File: src/rtl/serial_pkg.sv
// Shared definitions for the SmartCargo serial link (7 data bits, odd parity).
// Also imported by the smart_cargo receiver, so keep it transmitter-agnostic.
package serial_pkg;

  localparam int FRAME_BITS = 10;
  localparam int DATA_BITS  = 7;

  typedef enum logic [2:0] {
    IDLE,
    START,
    DATA,
    PARITY,
    STOP
  } state_t;

  // Parity bit that makes the total count of ones (data + parity) odd.
  function automatic logic odd_parity(input logic [DATA_BITS-1:0] d);
    return ~^d;
  endfunction

endpackage

File: src/rtl/serial_tx_7o1_if.sv
// Host-side write port of the serial transmitter: word, strobe and flow-control flags.
interface serial_tx_7o1_if;
  import serial_pkg::*;

  logic [DATA_BITS-1:0] dado;
  logic                 envia;
  logic                 pronto;
  logic                 overflow;

  modport master (output dado, output envia, input pronto, input overflow);
  modport slave  (input dado, input envia, output pronto, output overflow);

endinterface

File: src/rtl/serial_tx_fifo.sv
// Small synchronous show-ahead FIFO for queued transmit words.
// Pointers wrap naturally, so DEPTH must be a power of two.
module serial_tx_fifo #(
  parameter int DEPTH = 4
) (
  input  logic       clk,
  input  logic       reset,
  input  logic       wr_en,
  input  logic [6:0] wr_data,
  input  logic       rd_en,
  output logic [6:0] rd_data,
  output logic       full,
  output logic       empty
);

  localparam int PTR_W = $clog2(DEPTH);
  localparam int CNT_W = PTR_W + 1;

  logic [6:0]       r_mem [DEPTH];
  logic [PTR_W-1:0] r_wr_ptr;
  logic [PTR_W-1:0] r_rd_ptr;
  logic [CNT_W-1:0] r_count;
  logic             w_push;
  logic             w_pop;

  assign full    = (r_count == CNT_W'(DEPTH));
  assign empty   = (r_count == '0);
  assign w_push  = wr_en & ~full;
  assign w_pop   = rd_en & ~empty;
  assign rd_data = r_mem[r_rd_ptr];

  always_ff @(posedge clk or posedge reset) begin
    if (reset) begin
      r_wr_ptr <= '0;
      r_rd_ptr <= '0;
      r_count  <= '0;
    end else begin
      if (w_push) r_wr_ptr <= r_wr_ptr + 1'b1;
      if (w_pop)  r_rd_ptr <= r_rd_ptr + 1'b1;
      case ({w_push, w_pop})
        2'b10:   r_count <= r_count + 1'b1;
        2'b01:   r_count <= r_count - 1'b1;
        default: r_count <= r_count;
      endcase
    end
  end

  // Storage holds data only; validity is tracked by the pointers and count.
  always_ff @(posedge clk) begin
    if (w_push) r_mem[r_wr_ptr] <= wr_data;
  end

endmodule

File: src/rtl/serial_tx_7o1.sv
// SmartCargo serial transmitter: start, 7 data bits LSB first, odd parity, stop.
// TX is registered from next-state values so the line changes exactly on state entry.
module serial_tx_7o1
  import serial_pkg::*;
#(
  parameter int CLKS_PER_BIT = 434,
  parameter int FIFO_DEPTH   = 4
) (
  input  logic             clk,
  input  logic             reset,
  serial_tx_7o1_if.slave   bus,
  output logic             TX,
  output logic             ocupado
);

  localparam int                BAUD_W    = $clog2(CLKS_PER_BIT);
  localparam logic [BAUD_W-1:0] BAUD_LAST = BAUD_W'(CLKS_PER_BIT - 1);

  state_t                 r_state, w_state_n;
  logic [BAUD_W-1:0]      r_baud, w_baud_n;
  logic [2:0]             r_bit, w_bit_n;
  logic [DATA_BITS-1:0]   r_shift, w_shift_n;
  logic                   r_par, w_par_n;
  logic                   r_tx, w_tx_n;
  logic                   r_ocupado, w_ocupado_n;
  logic                   r_overflow;
  logic                   w_full, w_empty, w_pop, w_wr_acc, w_baud_end;
  logic [DATA_BITS-1:0]   w_fifo_data;

  serial_tx_fifo #(.DEPTH(FIFO_DEPTH)) u_fifo (
    .clk     (clk),
    .reset   (reset),
    .wr_en   (bus.envia),
    .wr_data (bus.dado),
    .rd_en   (w_pop),
    .rd_data (w_fifo_data),
    .full    (w_full),
    .empty   (w_empty)
  );

  assign bus.pronto   = ~w_full;
  assign bus.overflow = r_overflow;
  assign TX           = r_tx;
  assign ocupado      = r_ocupado;
  assign w_wr_acc     = bus.envia & ~w_full;
  assign w_baud_end   = (r_baud == BAUD_LAST);

  always_comb begin
    w_state_n = r_state;
    w_baud_n  = r_baud + 1'b1;
    w_bit_n   = r_bit;
    w_shift_n = r_shift;
    w_par_n   = r_par;
    w_pop     = 1'b0;
    case (r_state)
      IDLE: begin
        w_baud_n = '0;
        if (!w_empty) begin
          w_pop     = 1'b1;
          w_shift_n = w_fifo_data;
          w_par_n   = odd_parity(w_fifo_data);
          w_state_n = START;
        end
      end
      START: begin
        if (w_baud_end) begin
          w_baud_n  = '0;
          w_bit_n   = '0;
          w_state_n = DATA;
        end
      end
      DATA: begin
        if (w_baud_end) begin
          w_baud_n = '0;
          if (r_bit == 3'd6) begin
            w_state_n = PARITY;
          end else begin
            w_bit_n   = r_bit + 1'b1;
            w_shift_n = r_shift >> 1;
          end
        end
      end
      PARITY: begin
        if (w_baud_end) begin
          w_baud_n  = '0;
          w_state_n = STOP;
        end
      end
      STOP: begin
        if (w_baud_end) begin
          w_baud_n = '0;
          // Chain straight into the next frame so queued words go out without an idle gap.
          if (!w_empty) begin
            w_pop     = 1'b1;
            w_shift_n = w_fifo_data;
            w_par_n   = odd_parity(w_fifo_data);
            w_state_n = START;
          end else begin
            w_state_n = IDLE;
          end
        end
      end
      default: begin
        w_baud_n  = '0;
        w_state_n = IDLE;
      end
    endcase

    case (w_state_n)
      START:   w_tx_n = 1'b0;
      DATA:    w_tx_n = w_shift_n[0];
      PARITY:  w_tx_n = w_par_n;
      default: w_tx_n = 1'b1;
    endcase

    // Any pop implies leaving for START, so a non-empty FIFO or a fresh write keeps us busy.
    w_ocupado_n = (w_state_n != IDLE) | ~w_empty | w_wr_acc;
  end

  always_ff @(posedge clk or posedge reset) begin
    if (reset) begin
      r_state    <= IDLE;
      r_baud     <= '0;
      r_bit      <= '0;
      r_tx       <= 1'b1;
      r_ocupado  <= 1'b0;
      r_overflow <= 1'b0;
    end else begin
      r_state    <= w_state_n;
      r_baud     <= w_baud_n;
      r_bit      <= w_bit_n;
      r_tx       <= w_tx_n;
      r_ocupado  <= w_ocupado_n;
      // Flags the cycle after a write was refused because the FIFO was full.
      r_overflow <= bus.envia & w_full;
    end
  end

  always_ff @(posedge clk) begin
    r_shift <= w_shift_n;
    r_par   <= w_par_n;
  end

endmodule
File: src/flat_wrapper.sv
// flat-port wrapper written by rule: the top's interface ports become plain ports
module serial_tx_7o1_flat import serial_pkg::*;
#(
  parameter int CLKS_PER_BIT = 434,
  parameter int FIFO_DEPTH   = 4
)
  (clk, reset, TX, ocupado, bus_dado, bus_envia, bus_pronto, bus_overflow);
  serial_tx_7o1_if bus_i ();
  input  logic clk;
  input  logic reset;
  output logic TX;
  output logic ocupado;
  input wire logic [$bits(bus_i.dado)-1:0] bus_dado;
  input wire logic [$bits(bus_i.envia)-1:0] bus_envia;
  output wire logic [$bits(bus_i.pronto)-1:0] bus_pronto;
  output wire logic [$bits(bus_i.overflow)-1:0] bus_overflow;
  assign bus_i.dado = bus_dado;
  assign bus_i.envia = bus_envia;
  assign bus_pronto = bus_i.pronto;
  assign bus_overflow = bus_i.overflow;
  serial_tx_7o1 #(.CLKS_PER_BIT(CLKS_PER_BIT), .FIFO_DEPTH(FIFO_DEPTH)) u_core (.clk(clk), .reset(reset), .bus(bus_i), .TX(TX), .ocupado(ocupado));
endmodule
File: config.mk
export PLATFORM = sky130hd
export DESIGN_NAME = serial_tx_7o1_flat
export DESIGN_NICKNAME = d
export VERILOG_FILES = /design/src/rtl/serial_pkg.sv /design/src/rtl/serial_tx_7o1_if.sv /design/src/rtl/serial_tx_fifo.sv /design/src/rtl/serial_tx_7o1.sv /design/src/flat_wrapper.sv
export SDC_FILE = /design/constraint.sdc
export NUM_CORES = 1
export LEC_CHECK = 0
export ABC_AREA = 1
export CAP_MARGIN = 20
export CELL_PAD_IN_SITES_DETAIL_PLACEMENT = 1
export CELL_PAD_IN_SITES_GLOBAL_PLACEMENT = 1
export CORE_ASPECT_RATIO = 2
export CORE_UTILIZATION = 47
export DETAILED_ROUTE_END_ITERATION = 10
export GPL_TIMING_DRIVEN = 0
export PLACE_DENSITY_LB_ADDON = 0.3
export SLEW_MARGIN = 40
export SYNTH_ARGS = -nofsm -noshare
export SYNTH_HDL_FRONTEND = slang
export SYNTH_HIERARCHICAL = 1
export SYNTH_SLANG_ARGS = --single-unit
File: constraint.sdc
create_clock -name clk -period 2.7 [get_ports clk]
set_clock_uncertainty 0.2 [all_clocks]
set_input_delay 0.81 -clock clk [delete_from_list [all_inputs] [get_ports clk]]
set_output_delay 0.81 -clock clk [all_outputs]
set_load 0.005 [all_outputs]
* Word-level counts from Yosys, hierarchy flattened
Memories as Yosys holds them, arrays and structs flattened. Index checks and enable logic that the tools add are counted.
Word-level totals: latch bits 0, output and inout bits 4, bits in read-only memories 0, word-level logic and storage cells 81, memories kept 1, flip-flop bits (word level) 33, memory bits (writable) 28
Cells by class: $mul 0, $add $sub $neg 6, shift-type cells 0, equality and inequality tests 16, magnitude comparators 0, divide/modulo/power cells 0, reduce and logical (&&, ||, !) cells 10, bitwise logic cells 7, mux-type cells 29
Memory list:
- u_core.u_fifo.r_mem | depth 4, bits a word 7, read ports 1, clocked after memory_dff 0, wr ports 1, RTL line serial_tx_fifo.sv:19 | logic [6:0] r_mem [DEPTH];
Operator list (count):
- 7-bit 2-to-1 mux | 4
- 3-bit 2-to-1 mux | 9
- 7-bit one-hot mux with 3 select lines | 1
- 9-bit 2-to-1 mux | 2
- 3-bit one-hot mux with 5 select lines | 1
- 3-bit by 2-bit == test with 1-bit output (second input constant) | 4
- 3-bit one-hot mux with 2 select lines | 2
- 9-bit by 1-bit adder with 9-bit output (second input constant) | 1
- 3-bit == test (second input constant) | 3
- 9-bit == test (second input constant) | 1
- 4-bit AND reduction | 2
- 1-bit 2-to-1 mux | 7
- 7-bit XNOR reduction | 1
- 3-bit by 1-bit adder with 3-bit output (second input constant) | 2
- 3-bit by 1-bit == test with 1-bit output (second input constant) | 2
- 3-bit zero test | 2
- 2-bit by 1-bit != test with 1-bit output (second input constant) | 3
- 3-bit nonzero test | 2
- 2-bit by 1-bit adder with 2-bit output (second input constant) | 2
- 1-bit one-hot mux with 2 select lines | 2
- 2-bit nonzero test | 2
- 4-bit OR reduction | 1
- 1-bit AND | 3
- 1-bit one-hot mux with 3 select lines | 1
- other kinds (6) | 8

* Logic depth before layout (Yosys ltp)
depth after elaboration 7, depth in mapped cells 18, depth with buffers taken out 18

* Modules after synthesis
The synthesis kept the hierarchy.
By module, submodules not included:
- serial_tx_7o1 | area each 1717.9 sq um, seq. area each 671.9 sq um, cells an instance 224, times used 1
- serial_tx_fifo | area each 1601.5 sq um, seq. area each 1016.0 sq um, cells an instance 144, times used 1

* Worst setup path after synthesis
No wires, ideal clock.
kind reg2reg, start register u_core.r_baud[1], end register u_core.u_fifo.r_count[2], path slack 0.326 ns, arrival time 2.057 ns, required time 2.383 ns, cell stages (with the launch flop) 18, setup time 0.117 ns, path through dfrtp_1 -> inv_1 -> ha_1 -> nand2_2 -> nor2_4 -> nand2_4 -> nand2_4 -> nand3_4 -> inv_1 -> nand2_1 -> inv_1 -> ha_1 -> inv_1 -> fa_1 -> nand2_1 -> nand3_1 -> nand2_1 -> nand2_1
On the way: cells in the longest elaborated chain, start to end 6, elaborated cells between the ends (all ways) 8, those cells by class eq/ne: 3; mux: 3; bitwise: 1; reduce/logical: 1
Ends and longest elaborated chain:
- from (decl) | RTL line serial_tx_7o1.sv:20 | logic [BAUD_W-1:0] r_baud, w_baud_n;
- from (signal assigned) | RTL line serial_tx_7o1.sv:130 | r_baud <= w_baud_n;
- 9-bit == test * | RTL line serial_tx_7o1.sv:46 | assign w_baud_end = (r_baud == BAUD_LAST);
- 1-bit 2-to-1 mux * | RTL line serial_tx_7o1.sv:90 | if (w_baud_end) begin
- 1-bit one-hot mux with 2 select lines * | RTL line serial_tx_7o1.sv:55 | case (r_state)
- named net u_core.w_pop | RTL line serial_tx_7o1.sv:27 | logic w_full, w_empty, w_pop, w_wr_acc, w_baud_end;
- 1-bit AND * | RTL line serial_tx_fifo.sv:29 | assign w_pop = rd_en & ~empty;
- named net u_core.u_fifo.w_pop | RTL line serial_tx_fifo.sv:24 | logic w_pop;
- 2-bit by 1-bit == test with 1-bit output / 2-bit == test (equally long branches) | RTL line serial_tx_fifo.sv:40 | case ({w_push, w_pop})
- 3-bit one-hot mux with 2 select lines / 2-bit nonzero test (equally long branches)
- to (signal assigned) | RTL line serial_tx_fifo.sv:41 | 2'b10: r_count <= r_count + 1'b1;
- to (signal assigned) | RTL line serial_tx_fifo.sv:42 | 2'b01: r_count <= r_count - 1'b1;
- to (signal assigned) | RTL line serial_tx_fifo.sv:43 | default: r_count <= r_count;
- to (decl) | RTL line serial_tx_fifo.sv:22 | logic [CNT_W-1:0] r_count;
The timed path passes the listed nets; every way through them passes the cells marked *. A chain may end at the register's enable or synchronous reset.

* Final worst setup path
start register u_core.u_fifo.r_count[1], end output bus_pronto
On the way: cells in the longest elaborated chain, start to end 2
Ends and longest elaborated chain:
- 3-bit == test | RTL line serial_tx_fifo.sv:26 | assign full = (r_count == CNT_W'(DEPTH));
- named net u_core.w_full | RTL line serial_tx_7o1.sv:27
- 1-bit NOT | RTL line serial_tx_7o1.sv:41 | assign bus.pronto = ~w_full;
- to (decl) | RTL line flat_wrapper.sv:15 | output wire logic [$bits(bus_i.pronto)-1:0] bus_pronto;
The timed path passes the listed nets, and every way through them passes these cells.

==> flow_metrics.py <==
metrics = {
    "die": {
        "die_area_mm2": 0.00742,
        "die_x_um": 61.4,
        "die_h_um": 121,
        "io_pins": 14,
        "rows": 43,
        "initial_core_util_pct": 48.2,
        "core-area_mm2": 0.00689,
    },
    "timing": {
        "tightest_slew_ps": 705,
        "setup_violations": 0,
        "min_period_ps": 2570,
        "hold_viol_final": 0,
        "max_clock_freq_mhz": 389,
        "maxSlewHeadroom_pct": 52.7,
        "drv_slew": 0,
        "finalCritPeriodShare_pct": 95.2,
    },
    "place": {
        "port_buffers": 13,
        "place.gp.congestion": 0.781,
        "post_dp_cell_area_mm2": 0.00356,
        "dp_hpwl_um": 5510,
    },
    "cells_and_area": {
        "nNetsFinal": 416,
        "drive_gt1_share_pct": 18.0,
        "fill_cells": 847,
        "final_core_util_pct": 56.8,
        "diodes": 0,
        "area_delta_synth_final_pct": 17.9,
        "multi_input_area_mm2": 0.00129,
        "layout_common_cells": "nand2_1, inv_1, edfxtp_1, dfrtp_1",
        "stdcell_area_mm2": 0.00391,
        "regArea_mm2": 0.00169,
        "final_common_cell": "nand2_1",
    },
    "setup_path": {
        "crit_required_ps": 1690,
        "reg2reg_to": "u_core/u_fifo/r_count[2]$_DFFE_PP0P_",
        "crit_start": "u_core/u_fifo/r_count[1]$_DFFE_PP0P_",
        "reg2regPathDepth": 17,
        "worstReg2RegStart": "u_core/r_baud[1]$_DFF_PP0_",
        "cp_max_fo": 4,
        "path_class": "reg -> out",
        "arrival_ps": 1560,
        "end_kind": "primary output",
        "ff2ff_setup_slack_ps": 210,
        "start_kind": "flop",
    },
    "flow_run": {
        "max_cap_viol_count": 0,
    },
    "clocking": {
        "path_clk_slew_ps": 50,
        "cts_tree": "yes",
        "htree_levels": 3,
        "cts_buffers": 9,
        "cts_root_buffer": "clkbuf_16",
        "cts_buffer_depth": 2,
        "cts.sinks": 61,
        "clk_latency_ps": 330,
    },
    "grt": {
        "grtUsageTotal_pct": 23.2,
        "first_global_vias": 2702,
        "grt_max_degree": 19,
        "grt_first_pass_wirelength_um": 12000,
        "grt_antenna_before_repair": 0,
        "overflow": 0,
    },
    "yosys": {
        "seq_area_frac_synth_pct": 50.8,
        "avgSynthCellArea_um2": 9.02,
        "postSynthCellCount": 368,
        "synth_area_leaders": "edfxtp_1, dfrtp_1, nand2_1",
        "postSynthNetCount": 388,
        "syn_area_mm2": 0.00332,
        "synth_cell_types": 42,
        "synth_top_cell_by_area": "edfxtp_1",
        "ys_ff_latch": 61,
        "synth_top_area_share_pct": 30.8,
        "ys_warn_count": 6,
    },
    "drt": {
        "vias": 2500,
        "drt_iter0_markers": 86,
        "drt-total-wl_um": 7400,
        "via_per_inst": 5.09,
        "route.met2.wl_um": 4530,
        "dr.pass1.iters": 4,
        "wl_per_cell_um": 15.1,
        "top_layer_used": "met4",
        "drtAntennaViolNets": 0,
        "drcViolationCount": 0,
        "drt-met1-wl_um": 2300,
        "met3_length_um": 200,
    },
    "power_and_ir_drop": {
        "p_int_uw": 2610,
        "ir_drop_v": 0.000589,
        "p_per_area_mw_per_mm2": 1060,
        "swShare_pct": 37.4,
        "p_clk_share_pct": 28.9,
        "combPwrFrac_pct": 37.9,
        "seqPwrFrac_pct": 33.3,
        "power_leakage_uw": 0.00183,
        "p_switching_uw": 1560,
    },
    "min_path": {
        "hp-start": "u_core/u_fifo/r_count[0]$_DFFE_PP0P_",
        "min_path_cells": 1,
        "min_to": "u_core/u_fifo/r_count[0]$_DFFE_PP0P_",
        "hold_class": "reg -> reg",
    },
    "outcome": {
        "status": "finished, final reports clean",
    },
}
==> layer usage <==
| metal | vias up | track usage (%) |
|---|---|---|
| li1 | 1226 | - |
| met1 | 1213 | 17.6 |
| met2 | 36 | 45.2 |
| met3 | 25 | 5.44 |
| met4 | 0 | 16.0 |
| met5 | - | 0 |
==> kinds of logic (layout without fill, tap and decap cells) <==
kind of cell	count (synthesis)	after routing	share of synthesized area, %
AO/OA/AOI/OAI	39	39	8.56
XOR/XNOR	3	3	0.792
adder cells (fa/ha/maj)	10	10	4.00
buffers and inverters	84	117	10.3
flip-flops	61	61	50.8
AND/OR/NAND/NOR	171	171	25.5
==> cell type report <==
cell class,instances,share of cell area [%]
clock buffers,10,5.85
plain buffers,6,1.15
flip-flops and latches,61,43.1
well taps,90,2.88
multi-input cells,223,33.0
clock inverters,6,2.21
repair buffers,18,4.28
inverters,77,7.51
==> worst max-delay path, cell delays in order (launching register included) <==
cell,delay (ps)
dfrtp_1,370
inv_2,70
nand3_1,140
inv_1,70
inv_1,70
clkdlybuf4s50_1,500
==> power by group through the flow <==
stage,clock (µW),combinational [µW],sequential (µW)
after floorplan,0,1180,1370
after global placement,0,1470,1390
after detailed placement,0,1560,1400
after CTS,1230,1570,1390
after global routing,1260,1800,1420
final,1200,1580,1390
==> state kept, by name, summed over array words and instances (netlist names) <==
name,count
u_core/u_fifo/r_count,3
u_core/ocupado,1
u_core/r_state,3
u_core/r_bit,3
u_core/r_par,1
u_core/r_shift,7
u_core/u_fifo/r_rd_ptr,2
u_core/u_fifo/r_mem,28
u_core/bus.overflow,1
u_core/u_fifo/r_wr_ptr,2
u_core/r_baud,9
u_core/TX,1
==> cell usage after synthesis <==
| master | instances |
|---|---|
| a211oi_1 | 1 |
| a21boi_2 | 1 |
| a21oi_1 | 5 |
| a21oi_2 | 2 |
| a31oi_1 | 1 |
| and2_1 | 1 |
| buf_2 | 3 |
| buf_6 | 1 |
| buf_8 | 1 |
| clkbuf_1 | 2 |
| clkinv_1 | 2 |
| dfrtp_1 | 24 |
| dfstp_2 | 1 |
| dfxtp_1 | 2 |
| edfxtp_1 | 34 |
| fa_1 | 1 |
| ha_1 | 9 |
| inv_1 | 64 |
| inv_2 | 10 |
| inv_6 | 1 |
| nand2_1 | 96 |
| nand2_2 | 5 |
| nand2_4 | 5 |
| nand3_1 | 20 |
| nand3_2 | 2 |
| nand3_4 | 1 |
| nand4_1 | 3 |
| nor2_1 | 20 |
| nor2_2 | 2 |
| nor2_4 | 3 |
| nor2_8 | 1 |
| nor3_1 | 3 |
| nor3_2 | 5 |
| nor3b_1 | 3 |
| o211ai_1 | 10 |
| o211ai_2 | 5 |
| o21ai_0 | 8 |
| o22ai_1 | 5 |
| o31ai_1 | 1 |
| or2_1 | 1 |
| xnor2_1 | 2 |
| xor2_1 | 1 |
==> per-stage QoR <==
step | worst slack, ps | setup TNS [ps] | power, µW | hold WS, ps | instances
after global placement | -55.9 | -394 | 2860 | 282 | 471
after CTS | 54.5 | 0 | 4190 | 299 | 486
after floorplan | 326 | 0 | 2550 | 260 | 368
after detailed placement | -126 | -1310 | 2960 | 286 | 471
final | 131 | 0 | 4160 | 300 | 491
after global routing | -6.83 | -6.83 | 4480 | 326 | 491
==> how the worst max path moves through the flow <==
stage	to	slack [ps]	cells past startpoint
finish	bus_pronto	130	5
global route	u_core/u_fifo/r_count[2]$_DFFE_PP0P_	-7	17
CTS	u_core/u_fifo/r_count[2]$_DFFE_PP0P_	50	17
global placement	u_core/u_fifo/r_count[2]$_DFFE_PP0P_	-60	9
detailed placement	u_core/u_fifo/r_count[2]$_DFFE_PP0P_	-130	9
floorplan	u_core/u_fifo/r_count[2]$_DFFE_PP0P_	330	17
==> timing repair <==
| item | in CTS | in global routing |
|---|---|---|
| setup endpoints to repair | 1 | 2 |
| pin swaps | 0 | 2 |
| gates resized for setup | 0 | 3 |
| hold buffers | 0 | 0 |
| buffers inserted | 0 | 5 |
| gates cloned | 0 | 0 |
No activity file was read; power rests on OpenSTA's default activity.
